`src/rtl/clock_pkg.sv`:
```
// Shared mode encoding, BCD limits and display helpers
// for the digital-clock time/set controller.
package clock_pkg;

  typedef enum logic [1:0] {
    MODE_RUN    = 2'd0,
    MODE_SET_HH = 2'd1,
    MODE_SET_MM = 2'd2,
    MODE_SET_SS = 2'd3
  } mode_e;

  localparam logic [7:0] SEC_MAX  = 8'h59;
  localparam logic [7:0] MIN_MAX  = 8'h59;
  localparam logic [7:0] HOUR_MAX = 8'h23;

  function automatic mode_e next_mode(
    input mode_e m
  );
    mode_e r;
    unique case (m)
      MODE_RUN:    r = MODE_SET_HH;
      MODE_SET_HH: r = MODE_SET_MM;
      MODE_SET_MM: r = MODE_SET_SS;
      MODE_SET_SS: r = MODE_RUN;
      default:     r = MODE_RUN;
    endcase
    return r;
  endfunction

  // Only the selected field follows the blink
  // phase; everything else stays lit.
  function automatic logic [5:0] field_les(
    input mode_e m,
    input logic  ph
  );
    logic [5:0] r;
    unique case (m)
      MODE_RUN:    r = 6'h3F;
      MODE_SET_HH: r = {ph, ph, 4'hF};
      MODE_SET_MM: r = {2'b11, ph, ph, 2'b11};
      MODE_SET_SS: r = {4'hF, ph, ph};
      default:     r = 6'h3F;
    endcase
    return r;
  endfunction

endpackage

```
`src/rtl/bcd_field.sv`:
```
// Two-digit BCD register with wrap at MAX.
// Ports: clk_i, rst_ni (async low), clr_i, inc_i, dec_i -> val_o, carry_o.
module bcd_field
  import clock_pkg::*;
#(
  parameter logic [7:0] MAX = SEC_MAX
) (
  input  logic       clk_i,
  input  logic       rst_ni,
  input  logic       clr_i,
  input  logic       inc_i,
  input  logic       dec_i,
  output logic [7:0] val_o,
  output logic       carry_o
);

  logic [7:0] val_q;
  logic [7:0] val_d;
  logic [3:0] lo;
  logic [3:0] hi;

  assign lo = val_q[3:0];
  assign hi = val_q[7:4];

  always_comb begin
    val_d = val_q;
    if (clr_i) begin
      val_d = 8'h00;
    end else if (inc_i) begin
      if (val_q == MAX)
        val_d = 8'h00;
      else if (lo == 4'd9)
        val_d = {hi + 4'd1, 4'd0};
      else
        val_d = {hi, lo + 4'd1};
    end else if (dec_i) begin
      if (val_q == 8'h00)
        val_d = MAX;
      else if (lo == 4'd0)
        val_d = {hi - 4'd1, 4'd9};
      else
        val_d = {hi, lo - 4'd1};
    end
  end

  always_ff @(posedge clk_i or negedge rst_ni) begin
    if (!rst_ni)
      val_q <= 8'h00;
    else
      val_q <= val_d;
  end

  assign val_o   = val_q;
  assign carry_o = inc_i & ~clr_i & (val_q == MAX);

endmodule

```
`src/rtl/time_set_ctrl.sv`:
```
// Timekeeping + button set-mode controller: BCD HH:MM:SS, blink enables.
// Ports: clk, rst(async low), tick, btn_mode, btn_inc[, btn_dec with
// TIME_SET_DEC_EN] -> hexs[23:0], les[5:0], mode[1:0], sec_tick.
module time_set_ctrl
  import clock_pkg::*;
#(
  parameter int TICKS_PER_SEC = 10,
  parameter int BLINK_TICKS   = 5
) (
  input  logic        clk,
  input  logic        rst,
  input  logic        tick,
  input  logic        btn_mode,
  input  logic        btn_inc,
`ifdef TIME_SET_DEC_EN
  input  logic        btn_dec,
`endif
  output logic [23:0] hexs,
  output logic [5:0]  les,
  output logic [1:0]  mode,
  output logic        sec_tick
);

  localparam int SW =
    (TICKS_PER_SEC > 1) ? $clog2(TICKS_PER_SEC) : 1;
  localparam int BW =
    (BLINK_TICKS > 1) ? $clog2(BLINK_TICKS) : 1;
  localparam logic [SW-1:0] SUB_LAST =
    SW'(TICKS_PER_SEC - 1);
  localparam logic [BW-1:0] BLK_LAST =
    BW'(BLINK_TICKS - 1);

  mode_e         mode_q, mode_d;
  logic [SW-1:0] sub_q, sub_d;
  logic [BW-1:0] blk_q, blk_d;
  logic          ph_q, ph_d;
  logic [5:0]    les_q, les_d;
  logic          stk_q, stk_d;
  logic          mode_bq, inc_bq;

  logic p_mode, p_inc, p_dec;
  logic inc_ev, dec_ev;
  logic run, sec_done, adv;
  logic ss_inc, ss_dec, mm_inc, mm_dec;
  logic hh_inc, hh_dec;
  logic ss_cy, mm_cy, hh_cy_unused;
  logic [7:0] ss_v, mm_v, hh_v;

  assign p_mode = btn_mode & ~mode_bq;
  assign p_inc  = btn_inc & ~inc_bq;

`ifdef TIME_SET_DEC_EN
  logic dec_bq;
  assign p_dec = btn_dec & ~dec_bq;
  always_ff @(posedge clk or negedge rst) begin
    if (!rst)
      dec_bq <= 1'b0;
    else
      dec_bq <= btn_dec;
  end
`else
  assign p_dec = 1'b0;
`endif

  // Mode press wins; inc+dec together cancel.
  assign inc_ev = p_inc & ~p_dec & ~p_mode;
  assign dec_ev = p_dec & ~p_inc & ~p_mode;

  assign run      = (mode_q == MODE_RUN);
  assign sec_done = run & tick & (sub_q == SUB_LAST);
  // A second completing as set mode is entered is
  // dropped so the displayed time is frozen as-is.
  assign adv      = sec_done & ~p_mode;

  assign ss_inc = adv |
    ((mode_q == MODE_SET_SS) & inc_ev);
  assign ss_dec = (mode_q == MODE_SET_SS) & dec_ev;
  assign mm_inc = (adv & ss_cy) |
    ((mode_q == MODE_SET_MM) & inc_ev);
  assign mm_dec = (mode_q == MODE_SET_MM) & dec_ev;
  assign hh_inc = (adv & mm_cy) |
    ((mode_q == MODE_SET_HH) & inc_ev);
  assign hh_dec = (mode_q == MODE_SET_HH) & dec_ev;

  bcd_field #(.MAX(SEC_MAX)) u_ss (
    .clk_i  (clk),
    .rst_ni (rst),
    .clr_i  (1'b0),
    .inc_i  (ss_inc),
    .dec_i  (ss_dec),
    .val_o  (ss_v),
    .carry_o(ss_cy)
  );

  bcd_field #(.MAX(MIN_MAX)) u_mm (
    .clk_i  (clk),
    .rst_ni (rst),
    .clr_i  (1'b0),
    .inc_i  (mm_inc),
    .dec_i  (mm_dec),
    .val_o  (mm_v),
    .carry_o(mm_cy)
  );

  bcd_field #(.MAX(HOUR_MAX)) u_hh (
    .clk_i  (clk),
    .rst_ni (rst),
    .clr_i  (1'b0),
    .inc_i  (hh_inc),
    .dec_i  (hh_dec),
    .val_o  (hh_v),
    .carry_o(hh_cy_unused)
  );

  always_comb begin
    mode_d = mode_q;
    sub_d  = sub_q;
    blk_d  = blk_q;
    ph_d   = ph_q;
    if (run) begin
      if (p_mode) begin
        mode_d = next_mode(mode_q);
        sub_d  = '0;
        blk_d  = '0;
        ph_d   = 1'b1;
      end else if (tick) begin
        sub_d = sec_done ? '0 : sub_q + 1'b1;
      end
    end else begin
      // Time is frozen; on exit the first second
      // is a full one.
      sub_d = '0;
      if (tick) begin
        if (blk_q == BLK_LAST) begin
          blk_d = '0;
          ph_d  = ~ph_q;
        end else begin
          blk_d = blk_q + 1'b1;
        end
      end
      if (p_mode) begin
        mode_d = next_mode(mode_q);
        blk_d  = '0;
        ph_d   = 1'b1;
      end else if (inc_ev | dec_ev) begin
        blk_d = '0;
        ph_d  = 1'b1;
      end
    end
    les_d = field_les(mode_d, ph_d);
    stk_d = adv;
  end

  always_ff @(posedge clk or negedge rst) begin
    if (!rst) begin
      mode_q  <= MODE_RUN;
      sub_q   <= '0;
      blk_q   <= '0;
      ph_q    <= 1'b1;
      les_q   <= 6'h3F;
      stk_q   <= 1'b0;
      mode_bq <= 1'b0;
      inc_bq  <= 1'b0;
    end else begin
      mode_q  <= mode_d;
      sub_q   <= sub_d;
      blk_q   <= blk_d;
      ph_q    <= ph_d;
      les_q   <= les_d;
      stk_q   <= stk_d;
      mode_bq <= btn_mode;
      inc_bq  <= btn_inc;
    end
  end

  assign hexs     = {hh_v, mm_v, ss_v};
  assign les      = les_q;
  assign mode     = mode_q;
  assign sec_tick = stk_q;

endmodule
```
`config.mk`:
```
export PLATFORM = sky130hd
export DESIGN_NAME = time_set_ctrl
export DESIGN_NICKNAME = d
export VERILOG_FILES = /design/src/rtl/clock_pkg.sv /design/src/rtl/bcd_field.sv /design/src/rtl/time_set_ctrl.sv
export SDC_FILE = /design/constraint.sdc
export NUM_CORES = 1
export LEC_CHECK = 0
export CAP_MARGIN = 20
export CORE_AREA = 2 2 85 87
export DETAILED_ROUTE_END_ITERATION = 10
export DIE_AREA = 0 0 87 89
export HOLD_SLACK_MARGIN = 0.03
export MAX_ROUTING_LAYER = met4
export PLACE_DENSITY = 0.72
export SYNTH_ARGS = -nofsm -noshare
export SYNTH_HDL_FRONTEND = slang
export SYNTH_HIERARCHICAL = 1
export SYNTH_SLANG_ARGS = --single-unit
```
`constraint.sdc`:
```
create_clock -name clk -period 9.5 [get_ports clk]
set_clock_uncertainty 0.1 [all_clocks]
set_input_delay 0.95 -clock clk [delete_from_list [all_inputs] [get_ports clk]]
set_output_delay 0.95 -clock clk [all_outputs]
set_load 0.01 [all_outputs]
```
==> impl_metrics.py <==
metrics = {
    "worst_setup_path": {
        "critPathCaptureType": "register",
        "worstPathRequired_ns": 9.60,
        "cp_max_fo": 11,
        "regToRegSetupSlack_ns": 5.35,
        "crit_type": "primary input to register",
        "worstPathArrival_ns": 5.04,
        "cp-start-kind": "primary input",
    },
    "floorplan": {
        "io_pins": 38,
        "rows": 30,
        "die_w_um": 87,
        "die-area_um2": 7743,
        "die_h_um": 89,
        "coreArea_um2": 6719,
        "start_util": 0.4421,
    },
    "clock_tree": {
        "insertion_delay_ns": 0.29,
        "cts_buffers": 5,
        "cts_resized": 0,
        "cts_setup_buffers": 0,
        "cts_tree": "built",
        "cts_htree_levels": 2,
        "cts_hold_buf": 0,
        "cts_sinks": 40,
        "cts_root_buffer": "clkbuf_8",
        "clk_pin_slew_ns": 0.09,
        "clockBufferDepth": 2,
    },
    "global_route": {
        "grt_pass1_wl_mm": 10.91,
        "grt_max_degree": 41,
        "antenna_found_initial": 0,
        "grt_pass1_vias": 2444,
        "grt-ovfl-total": 0,
        "grt_util_all_layers": 0.1801,
    },
    "layout": {
        "syn_to_final_growth_pct": 21.27,
        "multi_input_area_um2": 1924,
        "final_nets": 427,
        "final_cell_mix": "38 x conb_1, 36 x dfrtp_1, 36 x clkdlybuf4s50_1",
        "fillers": 621,
        "drive_gt1_frac": 0.08772,
        "fin_util": 0.5361,
        "final-seq-area_um2": 1006,
        "diodes": 0,
        "layout_commonest_cell": "conb_1",
    },
    "run_status": {
        "outcome": "complete, no violations",
    },
    "sta": {
        "rsz0062_at_grt": "false",
        "fin_tns_setup_ns": 0,
        "holdWs_ns": 0.4365,
        "finalCriticalPeriod_ns": 4.937,
        "fmax_mhz": 202.6,
        "tightest_slew_ns": 0.9189,
        "slew_headroom": 0.3874,
        "slew_viol_final": 0,
        "finalSetupViolCount": 0,
        "period_share": 0.5197,
        "hold_viol": 0,
    },
    "placed_design": {
        "port_buffers": 37,
        "place_congestion": 0.8994,
        "hpwl_mm": 4.861,
    },
    "logic_synthesis": {
        "synth_cells": 327,
        "avgSynthCellArea_um2": 9.084,
        "syn_area_um2": 2970,
        "synth_warnings": 6,
    },
    "hold_path": {
        "worstHoldPathType": "register to register",
    },
    "route": {
        "vias": 2616,
        "drt_iter0_drc": 178,
        "antenna_left": 0,
        "via_per_inst": 5.461,
        "wl_mm": 6.434,
        "dr.pass1.iters": 4,
        "drc": 0,
        "wl_per_cell_um": 13.43,
    },
    "pwr": {
        "seqPwrFrac": 0.361,
        "p_int_mw": 0.4702,
        "switchingPower_mw": 0.3245,
        "power_density_nw_per_um2": 220.6,
        "ir_drop_mv": 0.1255,
        "leakagePower_nw": 1.495,
        "power.share.switching": 0.4084,
        "clkPwrFrac": 0.181,
        "combPwrFrac": 0.459,
    },
    "job": {
        "drv_cap": 0,
    },
}
power by group through the flow:
stage	clock [mW]	sequential, mW	combinational [mW]
2_1_floorplan	0	0.279	0.249
3_3_place_gp	0	0.288	0.352
3_5_place_dp	0	0.290	0.361
4_1_cts	0.148	0.287	0.363
5_1_grt	0.157	0.299	0.404
6_report	0.144	0.287	0.364
cell type report:
class,instances,area share
multi-input combinational,290,0.5342
tap,80,0.02779
clock inverter,3,0.01320
sequential,40,0.2793
clock buffer,5,0.01910
inverter,24,0.02501
timing repair buffer,37,0.1014
metrics by stage:
stage               worst slack (ns)  cell area [µm²]  std cells  power, mW
floorplan                      5.433             3109        364     0.5276
global placement               4.434             3486        471     0.6401
detailed placement             4.246             3486        471     0.6507
CTS                            4.552             3602        479     0.7983
global route                   4.107             3602        479     0.8586
finish                         4.563             3602        479     0.7948
metal layers:
| layer | global-route usage | part of all wire |
|---|---|---|
| met1 | 0.2297 | 0.48 |
| met4 | 0.04261 | 0.0070 |
| met2 | 0.3019 | 0.48 |
| met3 | 0.02770 | 0.029 |
| met5 | - | 0 |
final timing paths:
check                      depth (start not counted)           from            end
max                                               15           tick  u_hh/val_o[7]
min                                                1  u_mm/val_o[7]  u_mm/val_o[7]
max reg2reg                                       16       sub_q[1]  u_hh/val_o[7]
min reg2reg                                        1  u_mm/val_o[7]  u_mm/val_o[7]
max in group asynchronous                          1            rst  u_ss/val_o[6]
min in group asynchronous                          1            rst  u_ss/val_o[1]
sequential cells by signal, indices dropped and copies added (netlist names):
| name | count |
|---|---|
| blk_q | 3 |
| inc_bq | 1 |
| les | 3 |
| mode | 2 |
| mode_bq | 1 |
| ph_q | 1 |
| sec_tick | 1 |
| sub_q | 4 |
| u_hh/val_o | 8 |
| u_mm/val_o | 8 |
| u_ss/val_o | 8 |
critical path: stages:
cell	delay (ns)
clkdlybuf4s50_1	0.71
nand4b_1	0.22
or3_1	0.36
a21oi_1	0.44
nand2b_1	0.23
nor3_1	0.22
a32o_1	0.34
nand2b_1	0.18
nor3_1	0.23
a32o_1	0.34
nand2b_1	0.13
or2_2	0.34
o22ai_1	0.16
o21ai_0	0.08
o31ai_1	0.09
Power figures use the tool's default switching activity.
